### config.mk
export PLATFORM = sky130hd
export DESIGN_NAME = product_mac_sequencer
export DESIGN_NICKNAME = d
export VERILOG_FILES = /design/src/rtl/product_seq_pkg.sv /design/src/rtl/product_mac_sequencer_lane.sv /design/src/rtl/product_mac_sequencer.sv
export SDC_FILE = /design/constraint.sdc
export NUM_CORES = 1
export LEC_CHECK = 0
export CORE_ASPECT_RATIO = 1.4
export CORE_MARGIN = 1
export CORE_UTILIZATION = 52
export CTS_CLUSTER_SIZE = 30
export DETAILED_ROUTE_END_ITERATION = 8
export DONT_BUFFER_PORTS = 1
export PLACE_DENSITY = 0.67
export SYNTH_ARGS = -nofsm -noshare
export SYNTH_HDL_FRONTEND = slang
export SYNTH_SLANG_ARGS = --single-unit
export TNS_END_PERCENT = 20
### constraint.sdc
create_clock -name ip_clock -period 4.8 [get_ports ip_clock]
set_input_delay 0.24 -clock ip_clock [delete_from_list [all_inputs] [get_ports ip_clock]]
set_output_delay 0.24 -clock ip_clock [all_outputs]
set_load 0.05 [all_outputs]
### src/rtl/product_seq_pkg.sv
// Shared types and width helpers for product_mac_sequencer.
package product_seq_pkg;

  localparam int unsigned DEF_NUM_TAPS = 8;
  localparam int unsigned DEF_DATA_W   = 12;
  localparam int unsigned DEF_COEF_W   = 2;

  typedef enum logic [1:0] {
    ST_IDLE,
    ST_MAC,
    ST_DRAIN,
    ST_HOLD
  } seq_state_t;

  // Wide enough that NUM_TAPS full-scale products can never overflow.
  function automatic int unsigned acc_width(input int unsigned data_w,
                                            input int unsigned coef_w,
                                            input int unsigned num_taps);
    return data_w + coef_w + $clog2(num_taps);
  endfunction

endpackage

### src/rtl/product_mac_sequencer_lane.sv
// product_lane: registered unsigned COEF_W x DATA_W multiply with synchronous clear.
module product_lane #(
  parameter int unsigned DATA_W = 12,
  parameter int unsigned COEF_W = 2
) (
  input  logic                     ip_clock,
  input  logic                     ip_reset,
  input  logic                     ip_clear,
  input  logic                     ip_enable,
  input  logic [COEF_W-1:0]        ip_coef,
  input  logic [DATA_W-1:0]        ip_data,
  output logic [DATA_W+COEF_W-1:0] op_product
);

  localparam int unsigned PROD_W = DATA_W + COEF_W;

  always_ff @(posedge ip_clock) begin
    if (ip_reset || ip_clear) begin
      op_product <= '0;
    end else if (ip_enable) begin
      op_product <= PROD_W'(ip_coef) * PROD_W'(ip_data);
    end
  end

endmodule

### src/rtl/product_mac_sequencer.sv
// Sequential dot product of a sample delay line against latched coefficients.
// Optional rounding/saturation of the result under PRODUCT_SEQ_ROUND_EN.
module product_mac_sequencer
  import product_seq_pkg::*;
#(
  parameter int unsigned NUM_TAPS = DEF_NUM_TAPS,
  parameter int unsigned DATA_W   = DEF_DATA_W,
  parameter int unsigned COEF_W   = DEF_COEF_W
) (
  input  logic                       ip_clock,
  input  logic                       ip_reset,
  input  logic [DATA_W-1:0]          ip_data,
  input  logic                       ip_data_valid,
  output logic                       op_data_ready,
  input  logic [NUM_TAPS*COEF_W-1:0] ip_coef,
  input  logic                       ip_clear,
  output logic [DATA_W-1:0]          op_result,
  output logic                       op_result_valid,
  input  logic                       ip_result_ready,
  output logic                       op_busy
);

  localparam int unsigned ACC_W  = acc_width(DATA_W, COEF_W, NUM_TAPS);
  localparam int unsigned PROD_W = DATA_W + COEF_W;
  localparam int unsigned CNT_W  = (NUM_TAPS > 1) ? $clog2(NUM_TAPS) : 1;
  localparam int unsigned SHIFT  = ACC_W - DATA_W;
  localparam logic [CNT_W-1:0] LAST_CNT = CNT_W'(NUM_TAPS - 1);

  seq_state_t        state;
  logic [DATA_W-1:0] taps  [NUM_TAPS];
  logic [COEF_W-1:0] coefs [NUM_TAPS];
  logic [ACC_W-1:0]  acc;
  logic [CNT_W-1:0]  cnt;
  logic [PROD_W-1:0] product;
  logic              accept;
  logic              issue;
  logic [ACC_W-1:0]  acc_sum;
  logic [DATA_W-1:0] result_next;

  assign op_data_ready = (state == ST_IDLE);
  assign op_busy       = (state != ST_IDLE);
  assign accept        = ip_data_valid && (state == ST_IDLE);
  assign issue         = (state == ST_MAC);
  assign acc_sum       = acc + ACC_W'(product);

`ifdef PRODUCT_SEQ_ROUND_EN
  logic [ACC_W:0] rounded;
  assign rounded     = {1'b0, acc_sum} + ((ACC_W + 1)'(1) << (SHIFT - 1));
  assign result_next = rounded[ACC_W] ? '1 : DATA_W'(rounded >> SHIFT);
`else
  assign result_next = DATA_W'(acc_sum >> SHIFT);
`endif

  // Lane is cleared on accept so the first MAC-cycle accumulate adds zero.
  product_lane #(
    .DATA_W(DATA_W),
    .COEF_W(COEF_W)
  ) u_lane (
    .ip_clock   (ip_clock),
    .ip_reset   (ip_reset),
    .ip_clear   (accept),
    .ip_enable  (issue),
    .ip_coef    (coefs[cnt]),
    .ip_data    (taps[cnt]),
    .op_product (product)
  );

  always_ff @(posedge ip_clock) begin
    if (ip_reset) begin
      state           <= ST_IDLE;
      acc             <= '0;
      cnt             <= '0;
      op_result       <= '0;
      op_result_valid <= 1'b0;
      for (int unsigned k = 0; k < NUM_TAPS; k++) begin
        taps[k]  <= '0;
        coefs[k] <= '0;
      end
    end else begin
      case (state)
        ST_IDLE: begin
          if (accept) begin
            // Clear-with-accept zeroes the line before the new sample lands.
            taps[0] <= ip_data;
            for (int unsigned k = 1; k < NUM_TAPS; k++) begin
              taps[k] <= ip_clear ? '0 : taps[k-1];
            end
            for (int unsigned k = 0; k < NUM_TAPS; k++) begin
              coefs[k] <= ip_coef[k*COEF_W +: COEF_W];
            end
            acc   <= '0;
            cnt   <= '0;
            state <= ST_MAC;
          end else if (ip_clear) begin
            for (int unsigned k = 0; k < NUM_TAPS; k++) begin
              taps[k] <= '0;
            end
          end
        end
        ST_MAC: begin
          acc <= acc_sum;
          if (cnt == LAST_CNT) begin
            cnt   <= '0;
            state <= ST_DRAIN;
          end else begin
            cnt <= cnt + 1'b1;
          end
        end
        ST_DRAIN: begin
          acc             <= acc_sum;
          op_result       <= result_next;
          op_result_valid <= 1'b1;
          state           <= ST_HOLD;
        end
        ST_HOLD: begin
          if (ip_result_ready) begin
            op_result_valid <= 1'b0;
            state           <= ST_IDLE;
          end
        end
        default: state <= ST_IDLE;
      endcase
    end
  end

endmodule

==> impl_metrics.toml, run 1 <==
[sta]
period_share_pct = 83.34
slew_headroom_pct = 34.29
finalSetupTns_ps = 0
fin_crit_ps = 4000
rsz0062_at_grt = "no"
fin_skew_ps = 8.589
max_clock_freq_mhz = 250.0
finalHoldViolCount = 0
slew_viol_final = 0
finalSetupViolCount = 0
tightestPinTransition_ps = 985.6

[critical_path]
cp.depth = 12
cp_slowest_cell = "dfxtp_1"
path_cells = "buf_4 -> buf_4 -> mux4_2 -> mux2i_1 -> nor2_1 -> ha_1 -> a21o_1 -> a211oi_1 -> o21ai_1 -> a31o_2 -> nor4b_1 -> a311o_1"
cp_num_buf_inv = 2
cp-endpoint = "u_lane.op_product[11]$_SDFFE_PP0P_"
path_max_fanout = 14
worstSetupPathType = "reg2reg"
arrival_ps = 4310
required_ps = 5110
timing.rr.end = "u_lane.op_product[11]$_SDFFE_PP0P_"
crit_path_start_kind = "flip-flop"
worst_path_most_repeated_cell = "buf_4"
reg2reg_depth = 12
end_kind = "flip-flop"
crit_family = "compound AO/OA/AOI/OAI gates"
rrSetupSlack_ps = 800
max_stage_delay_ps = 790

[power]
powerDensity_nw_per_um2 = 477.6
cellLeakagePower_nw = 3.440
ir_worst_vdd_mv = 0.2836
swShare_pct = 34.08
power.share.sequential_pct = 43.3
power_switching_mw = 1.492
internal_power_mw = 2.887
pwr-share-clk_pct = 30.1
power_frac_comb_pct = 26.7

[synth]
synth_area_um2 = 8287
seq_area_frac_synth_pct = 47.35
ys_seq_elements = 164
synth_cells = 787
ys.flop_type = "dfxtp_1"
yosysWarnings = 0
synth_cell_types = 70
synth_edf_count = 64
syn_avg_cell_area_um2 = 10.53
async_flop_share_pct = 0
synth_nets = 853

[finish]
diodes = 0
fin_nets = 851
final_cells = 994
syn2layout_area_growth_pct = 10.64
fillers = 1317
drive_gt1_share_pct = 11.03

[route]
drc = 0
wire_per_inst_um = 18.80
drt_iter0_drc = 491
first_pass_iters = 5
ant_nets = 0
dr_total_vias = 6063
drt_wl_total_um = 18690
viasPerCell = 6.100

[floorplanning]
ioPinCount = 48
core_area_um2 = 15610
num_rows = 54
die-area_um2 = 16450
die_w_um = 108.7
start_util_pct = 53.09
die_h_um = 151.4

[cts]
cts_buffer_depth = 2
clkLatencyLatePin_ps = 430
ctsHtreeMaxLevel = 4
clk_transition_reported_paths_ps = 60
numCtsBuffers = 17
cts_setup_buffers = 0
postCtsHoldBufs = 11
cts_sinks = 164
root_buffer = "clkbuf_16"
cts_resized = 0
cts_tree = "yes"

[global_routing]
grt_max_degree = 61
antenna_found_initial = 0
grt_usage_pct = 24.68
overflow = 0
grt_pass1_vias = 6053
grt_pass1_wl_um = 30980

[place]
dpl.cell_count = 946
hpwl_um = 12620
port_buffers = 0
routabilityCongestion = 0.8955

[worst_hold_path]
hold_path_class = "in2reg"

[run_status]
status = "finished, final reports clean"

[job]
max_cap_viol_count = 0
-- sequential cells by signal (all words and copies together) (netlist names), named ones only --
register	cells
acc	17
cnt	3
coefs	16
op_result	12
op_result_valid	1
state	2
taps	96
u_lane.op_product	14
-- how the worst min path moves through the flow --
stage | from | endpoint | slack, ps | cells after the start
2_1_floorplan | ip_clear | taps[6][11]$_SDFFE_PP0P_ | 430 | 2
3_3_place_gp | ip_reset | op_result_valid$_SDFFE_PP0P_ | 320 | 1
3_5_place_dp | ip_reset | op_result[10]$_SDFFE_PP0P_ | 320 | 1
4_1_cts | ip_clear | taps[6][5]$_SDFFE_PP0P_ | 0.04 | 2
5_1_grt | ip_clear | taps[7][2]$_SDFFE_PP0P_ | 2 | 2
6_report | ip_coef[3] | coefs[1][1]$_SDFFCE_PN0P_ | 8 | 1
-- power groups by stage --
stage                     sequential (mW)  combinational (mW)  clock, mW
after floorplan                      1.85               0.902          0
after global placement               1.91                1.13          0
after detailed placement             1.92                1.15          0
after CTS                            1.89                1.17       1.34
after global routing                 1.92                1.28       1.40
final                                1.89                1.17       1.32
-- layout make-up --
type                            instances  area [um^2]  area share [%]
Clock inverter                         10        101.3           1.105
Tap cell                              196        245.2           2.675
Multi-Input combinational cell        557         4098           44.69
Clock buffer                           22        475.5           5.186
Sequential cell                       164         3924           42.79
Timing Repair Buffer                   31        272.8           2.975
Inverter                               14        52.55          0.5731
-- worst register-to-register path, cell delays in order, from the launching register on --
cell	delay [ps]
dfxtp_1	790
buf_4	280
buf_4	230
mux4_2	510
mux2i_1	250
nor2_1	80
ha_1	380
a21o_1	230
a211oi_1	250
o21ai_1	140
a31o_2	280
nor4b_1	140
a311o_1	320
-- Yosys cell counts, drive strengths merged (4+ instances only) --
library cell  number  area share, %
a211oi             9            1.0
dfxtp            100             24
o21ai             23            1.5
mux2i             25            3.0
nand2             51            2.4
ha                31            4.7
edfxtp            64             23
nor3               5           0.30
nand3             16           0.97
nor2b              5           0.38
o311ai             4           0.42
xor2               4           0.42
a21o              11            1.0
nand4              8           0.60
buf               17            1.1
inv               14           0.63
xnor2             12            1.3
a22oi             33            3.0
a21oi             45            2.8
nand3b            29            2.6
clkbuf            35            1.6
mux4              28            7.6
and2              63            4.8
nor2              96            4.3
-- logic make-up after synthesis --
| group | count (synthesis) | share of synthesized area [%] |
|---|---|---|
| AND/OR/NAND/NOR | 295 | 18.48 |
| AO/OA/AOI/OAI | 160 | 13.38 |
| XOR/XNOR | 16 | 1.691 |
| adder cells (fa/ha/maj) | 33 | 5.164 |
| buffers and inverters | 66 | 3.307 |
| multiplexers | 53 | 10.63 |
| flip-flops | 164 | 47.35 |
-- cell usage in the layout, fill, tap and decap left out, types with 18 or more instances in the layout --
cell / synthesis / layout
a21oi_1: 44 / 43
a22oi_1: 33 / 33
and2_1: 63 / 63
clkbuf_16: 0 / 18
dfxtp_1: 100 / 100
edfxtp_1: 64 / 64
ha_1: 31 / 31
mux2i_1: 25 / 25
mux4_2: 28 / 28
nand2_1: 50 / 50
nand3b_1: 29 / 29
nor2_1: 96 / 94
o21ai_0: 18 / 18
-- through the flow --
| step | instance area, um^2 | hold slack [ps] | util [%] | worst slack [ps] | power (mW) |
|---|---|---|---|---|---|
| 2_1_floorplan | 8287 | 426.4 | - | 1245 | 2.752 |
| 5_1_grt | 9169 | 2.305 | 58.75 | 518.6 | 4.594 |
| 6_report | 9169 | 8.047 | 58.75 | 799.7 | 4.379 |
| 3_3_place_gp | 8432 | 318.3 | 54.02 | 885.5 | 3.042 |
| 4_1_cts | 9119 | 0.04463 | 58.43 | 751.2 | 4.401 |
| 3_5_place_dp | 8432 | 317.7 | 54.02 | 803.4 | 3.072 |
-- routing by layer --
layer | wire (um) | vias to the layer above | track usage, %
met2 | 9854 | 157 | 44.43
met1 | 7724 | 2995 | 29.11
met5 | 0 | - | 0
met4 | 375 | 0 | 7.838
met3 | 737 | 29 | 4.991
li1 | - | 2882 | -
No activity file was read; power rests on OpenSTA's default activity.
==> run 2, diff against run 1 <==
clock period = 4 ns   (was 4.8 ns; I/O delays follow)
==> impl_metrics.toml, run 2 (synthesis gave the netlist of run 1 again) <==
[finish]
reg_top3 = "taps: 96 flops, acc: 17 flops, coefs: 16 flops"
syn2layout_area_growth_pct = 13.42
final_util_pct = 60.22
diodes = 0
layout_commonest_cell = "dfxtp_1"
regMostFlops = "taps"
fin_nets = 867
mostFrequentLayoutCells = "dfxtp_1 (100), nor2_1 (94), edfxtp_1 (64)"
drive_gt1_share_pct = 11.55
largest_reg_flops = 96

[route]
drt_wl_total_um = 18810
ant_nets = 0
wire_per_inst_um = 18.63
viasPerCell = 6.032
dr_total_vias = 6092
drt_iter0_drc = 374
first_pass_iters = 7
drc = 0

[cts]
clk_transition_reported_paths_ps = 70
cts_tree = "yes"
cts_buffer_depth = 2
numCtsBuffers = 17
cts_sinks = 164
clkLatencyLatePin_ps = 430
cts_resized = 0
ctsHtreeMaxLevel = 4
root_buffer = "clkbuf_16"

[floorplanning]
die_h_um = 151.4
ioPinCount = 48
core_area_um2 = 15610
die_w_um = 108.7
num_rows = 54
start_util_pct = 53.09
die-area_um2 = 16450

[critical_path]
crit_path_start_kind = "flip-flop"
arrival_ps = 3970
end_kind = "flip-flop"
timing.rr.end = "u_lane.op_product[11]$_SDFFE_PP0P_"
path_max_fanout = 6
rrSetupSlack_ps = 350
required_ps = 4320
worstSetupPathType = "reg2reg"
reg2reg_depth = 12

[worst_hold_path]
hold_path_class = "in2reg"
min-delay-start = "ip_reset"
hold_path_depth = 2
whs_endpoint = "op_result[8]$_SDFFE_PP0P_"

[sta]
slew_headroom_pct = 32.08
period_share_pct = 91.15
setup_slack_ps = 353.9
fin_crit_ps = 3646
slew_viol_final = 0
finalHoldViolCount = 0
holdWs_ps = 31.83
tightestPinTransition_ps = 1018
finalSetupTns_ps = 0
max_clock_freq_mhz = 274.3
finalSetupViolCount = 0
fin_skew_ps = 10.51
rsz0062_at_grt = "no"

[power]
powerDensity_nw_per_um2 = 576.0
total_power_mw = 5.414
cellLeakagePower_nw = 3.546
ir_worst_vdd_mv = 0.3323

[job]
max_cap_viol_count = 0

[place]
routabilityCongestion = 0.9198
port_buffers = 0
place_ws_ps = 383.5
hpwl_um = 13130

[global_routing]
grt_pass1_wl_um = 30780
overflow = 0
grt_pass1_vias = 6218
antenna_found_initial = 0
grt_max_degree = 61
grt_usage_pct = 24.68

[run_status]
status = "finished, final reports clean"
run 2: worst max-delay path by stage:
| stage | slack [ps] | cells after the start | end | from |
|---|---|---|---|---|
| floorplan | 440 | 14 | u_lane.op_product[11]$_SDFFE_PP0P_ | flip-flop |
| global placement | 530 | 12 | u_lane.op_product[11]$_SDFFE_PP0P_ | flip-flop |
| detailed placement | 380 | 12 | u_lane.op_product[11]$_SDFFE_PP0P_ | flip-flop |
| CTS | 370 | 12 | u_lane.op_product[11]$_SDFFE_PP0P_ | flip-flop |
| global route | 200 | 12 | u_lane.op_product[11]$_SDFFE_PP0P_ | flip-flop |
| finish | 350 | 12 | u_lane.op_product[11]$_SDFFE_PP0P_ | flip-flop |
run 2: metrics by stage:
stage | area (um^2) | instances
detailed placement | 8472 | 948
global route | 9399 | 1010
finish | 9399 | 1010
CTS | 9399 | 1010
global placement | 8472 | 948
floorplan | 8287 | 787
run 2: what timing repair did:
item                      4_1_cts  5_1_grt
hold buffers                   30        0
hold endpoints to repair       80        0
buffers inserted                0        0
run 2: routing by layer:
| metal | up-vias | wire (um) | track usage (%) |
|---|---|---|---|
| li1 | 2914 | - | - |
| met1 | 3034 | 7796 | 27.84 |
| met2 | 118 | 10120 | 45.35 |
| met3 | 26 | 514 | 3.701 |
| met5 | - | 0 | 0 |
| met4 | 0 | 386 | 10.95 |
run 2: area by class of cell:
class	count	area, um^2
repair buffers	47	462.9
fillers	1270	6208
flip-flops and latches	164	3924
clock buffers	17	425.4
multi-input cells	557	4098
inverters	14	52.55
clock inverters	15	191.4
well taps	196	245.2
run 2: where the power goes:
part,switching [mW],internal [mW]
registers,0.216,2.05
clock network,0.746,0.951
logic,0.916,0.532
total,1.88,3.54
run 2: critical path: stages, from the launching register on:
cell and delay, ps:
dfxtp_1 460, buf_4 230, mux4_2 520, mux2i_1 240
nor2_1 70, ha_1 250, fa_1 420, a21o_1 190
a21oi_1 210, o21ai_1 150, a31o_2 290, nor4b_1 150
a311o_1 350
==> run 3, diff against run 2 <==
SETUP_SLACK_MARGIN = 0.05   (was default)
clock period = 3.7 ns   (was 4 ns; I/O delays follow)
==> impl_metrics.toml, run 3 (synthesis gave the netlist of run 1 again) <==
[cts]
cts_buffer_depth = 2
cts_tree = "yes"
clk_transition_reported_paths_ps = 70
cts_setup_buffers = 0
numCtsBuffers = 17
root_buffer = "clkbuf_16"
clkLatencyLatePin_ps = 430
cts_sinks = 164
ctsHtreeMaxLevel = 4

[finish]
reg_top3 = "taps: 96 flops, acc: 17 flops, coefs: 16 flops"
syn2layout_area_growth_pct = 13.89
regMostFlops = "taps"
mostFrequentLayoutCells = "dfxtp_1 (99), nor2_1 (94), edfxtp_1 (64)"
layout_commonest_cell = "dfxtp_1"
final_cells = 1022
multi_input_area_um2 = 4101
diodes = 0
fin_nets = 879
fillers = 1270
largest_reg_flops = 96
seq_area_um2 = 3925
drive_gt1_share_pct = 12.71

[power]
ir_worst_vdd_mv = 0.3844
total_power_mw = 5.765
powerDensity_nw_per_um2 = 610.8
cellLeakagePower_nw = 3.588

[floorplanning]
ioPinCount = 48
start_util_pct = 53.09
die_h_um = 151.4
core_area_um2 = 15610
die-area_um2 = 16450
die_w_um = 108.7
num_rows = 54

[place]
dpl.cell_count = 959
port_buffers = 0
routabilityCongestion = 0.8826
hpwl_um = 12620

[route]
first_pass_iters = 5
viasPerCell = 5.969
dr_total_vias = 6100
drt_wl_total_um = 18270
drt_iter0_drc = 431
wire_per_inst_um = 17.87
ant_nets = 0
drc = 0

[global_routing]
use_met2_pct = 42.69
grt_usage_pct = 23.95
busiest_layer = "met2"
grt_max_degree = 61
met1_usage_pct = 27.47
grt_pass1_wl_um = 30110
grt_pass1_vias = 6212
antenna_found_initial = 0
met3_usage_pct = 4.733
overflow = 0

[sta]
fin_skew_ps = 8.167
finalSetupTns_ps = 0
finalHoldViolCount = 0
rsz0062_at_grt = "no"
finalSetupViolCount = 0
period_share_pct = 93.52
slew_viol_final = 0
tightestPinTransition_ps = 1013
slew_headroom_pct = 32.39
fin_crit_ps = 3460
holdWs_ps = 18.27
max_clock_freq_mhz = 289.0

[worst_hold_path]
hold_path_class = "in2reg"

[run_status]
status = "finished, final reports clean"

[critical_path]
required_ps = 4020
end_kind = "flip-flop"
worstSetupPathType = "reg2reg"
arrival_ps = 3780
path_max_fanout = 17
cp_num_buf_inv = 1
cp_slowest_cell = "mux4_2"
crit_family = "compound AO/OA/AOI/OAI gates"
rrSetupSlack_ps = 240
crit_path_start_kind = "flip-flop"
path_cells = "buf_12 -> mux4_2 -> mux2i_1 -> nor2_1 -> ha_1 -> fa_1 -> a21o_1 -> a21oi_1 -> o21ai_1 -> a31o_2 -> nor4b_1 -> a311o_1"
max_stage_delay_ps = 510

[job]
max_cap_viol_count = 0
run 3: worst paths after layout:
| kind | from | to | cells after the start |
|---|---|---|---|
| setup reg to reg | flip-flop | u_lane.op_product[11]$_SDFFE_PP0P_ | 12 |
| hold reg to reg | taps[7][10]$_SDFFE_PP0P_ | taps[7][10]$_SDFFE_PP0P_ | 2 |
| hold / removal | ip_reset | op_result[8]$_SDFFE_PP0P_ | 3 |
| setup / recovery | flip-flop | u_lane.op_product[11]$_SDFFE_PP0P_ | 12 |
run 3: power by group:
part	switching [mW]	total, mW	internal, mW
Clock	0.773	1.72	0.945
Sequential	0.223	2.44	2.22
Combinational	0.996	1.60	0.608
run 3: metal layers:
layer / vias to the layer above / wire [um]
li1: 2931 / -
met1: 3016 / 7602
met2: 127 / 9559
met3: 26 / 667
met4: 0 / 438
met5: - / 0
run 3: tightest hold or removal path, cell delays in order:
cell	delay, ps
nor3b_1	30
o21ai_0	60
o311ai_0	110
run 3: timing repair:
action,4_1_cts,5_1_grt
hold endpoints to repair,80,0
hold buffers,31,0
gates resized for setup,0,2
endpoints found under the setup margin,0,3
run 3: through the flow:
stage	utilization, %	setup slack [ps]	cell area [um^2]
finish	60.47	239.6	9438
global route	60.47	87.80	9438
CTS	60.44	126.9	9433
detailed placement	54.73	151.2	8542
global placement	54.73	214.8	8542
floorplan	-	144.7	8287
run 3: final cells by class:
type / count / share of cell area, %
tap: 196 / 2.598
timing repair buffer: 59 / 5.754
clock buffer: 17 / 4.507
inverter: 14 / 0.5568
multi-input combinational: 557 / 43.46
sequential: 164 / 41.59
clock inverter: 15 / 1.538
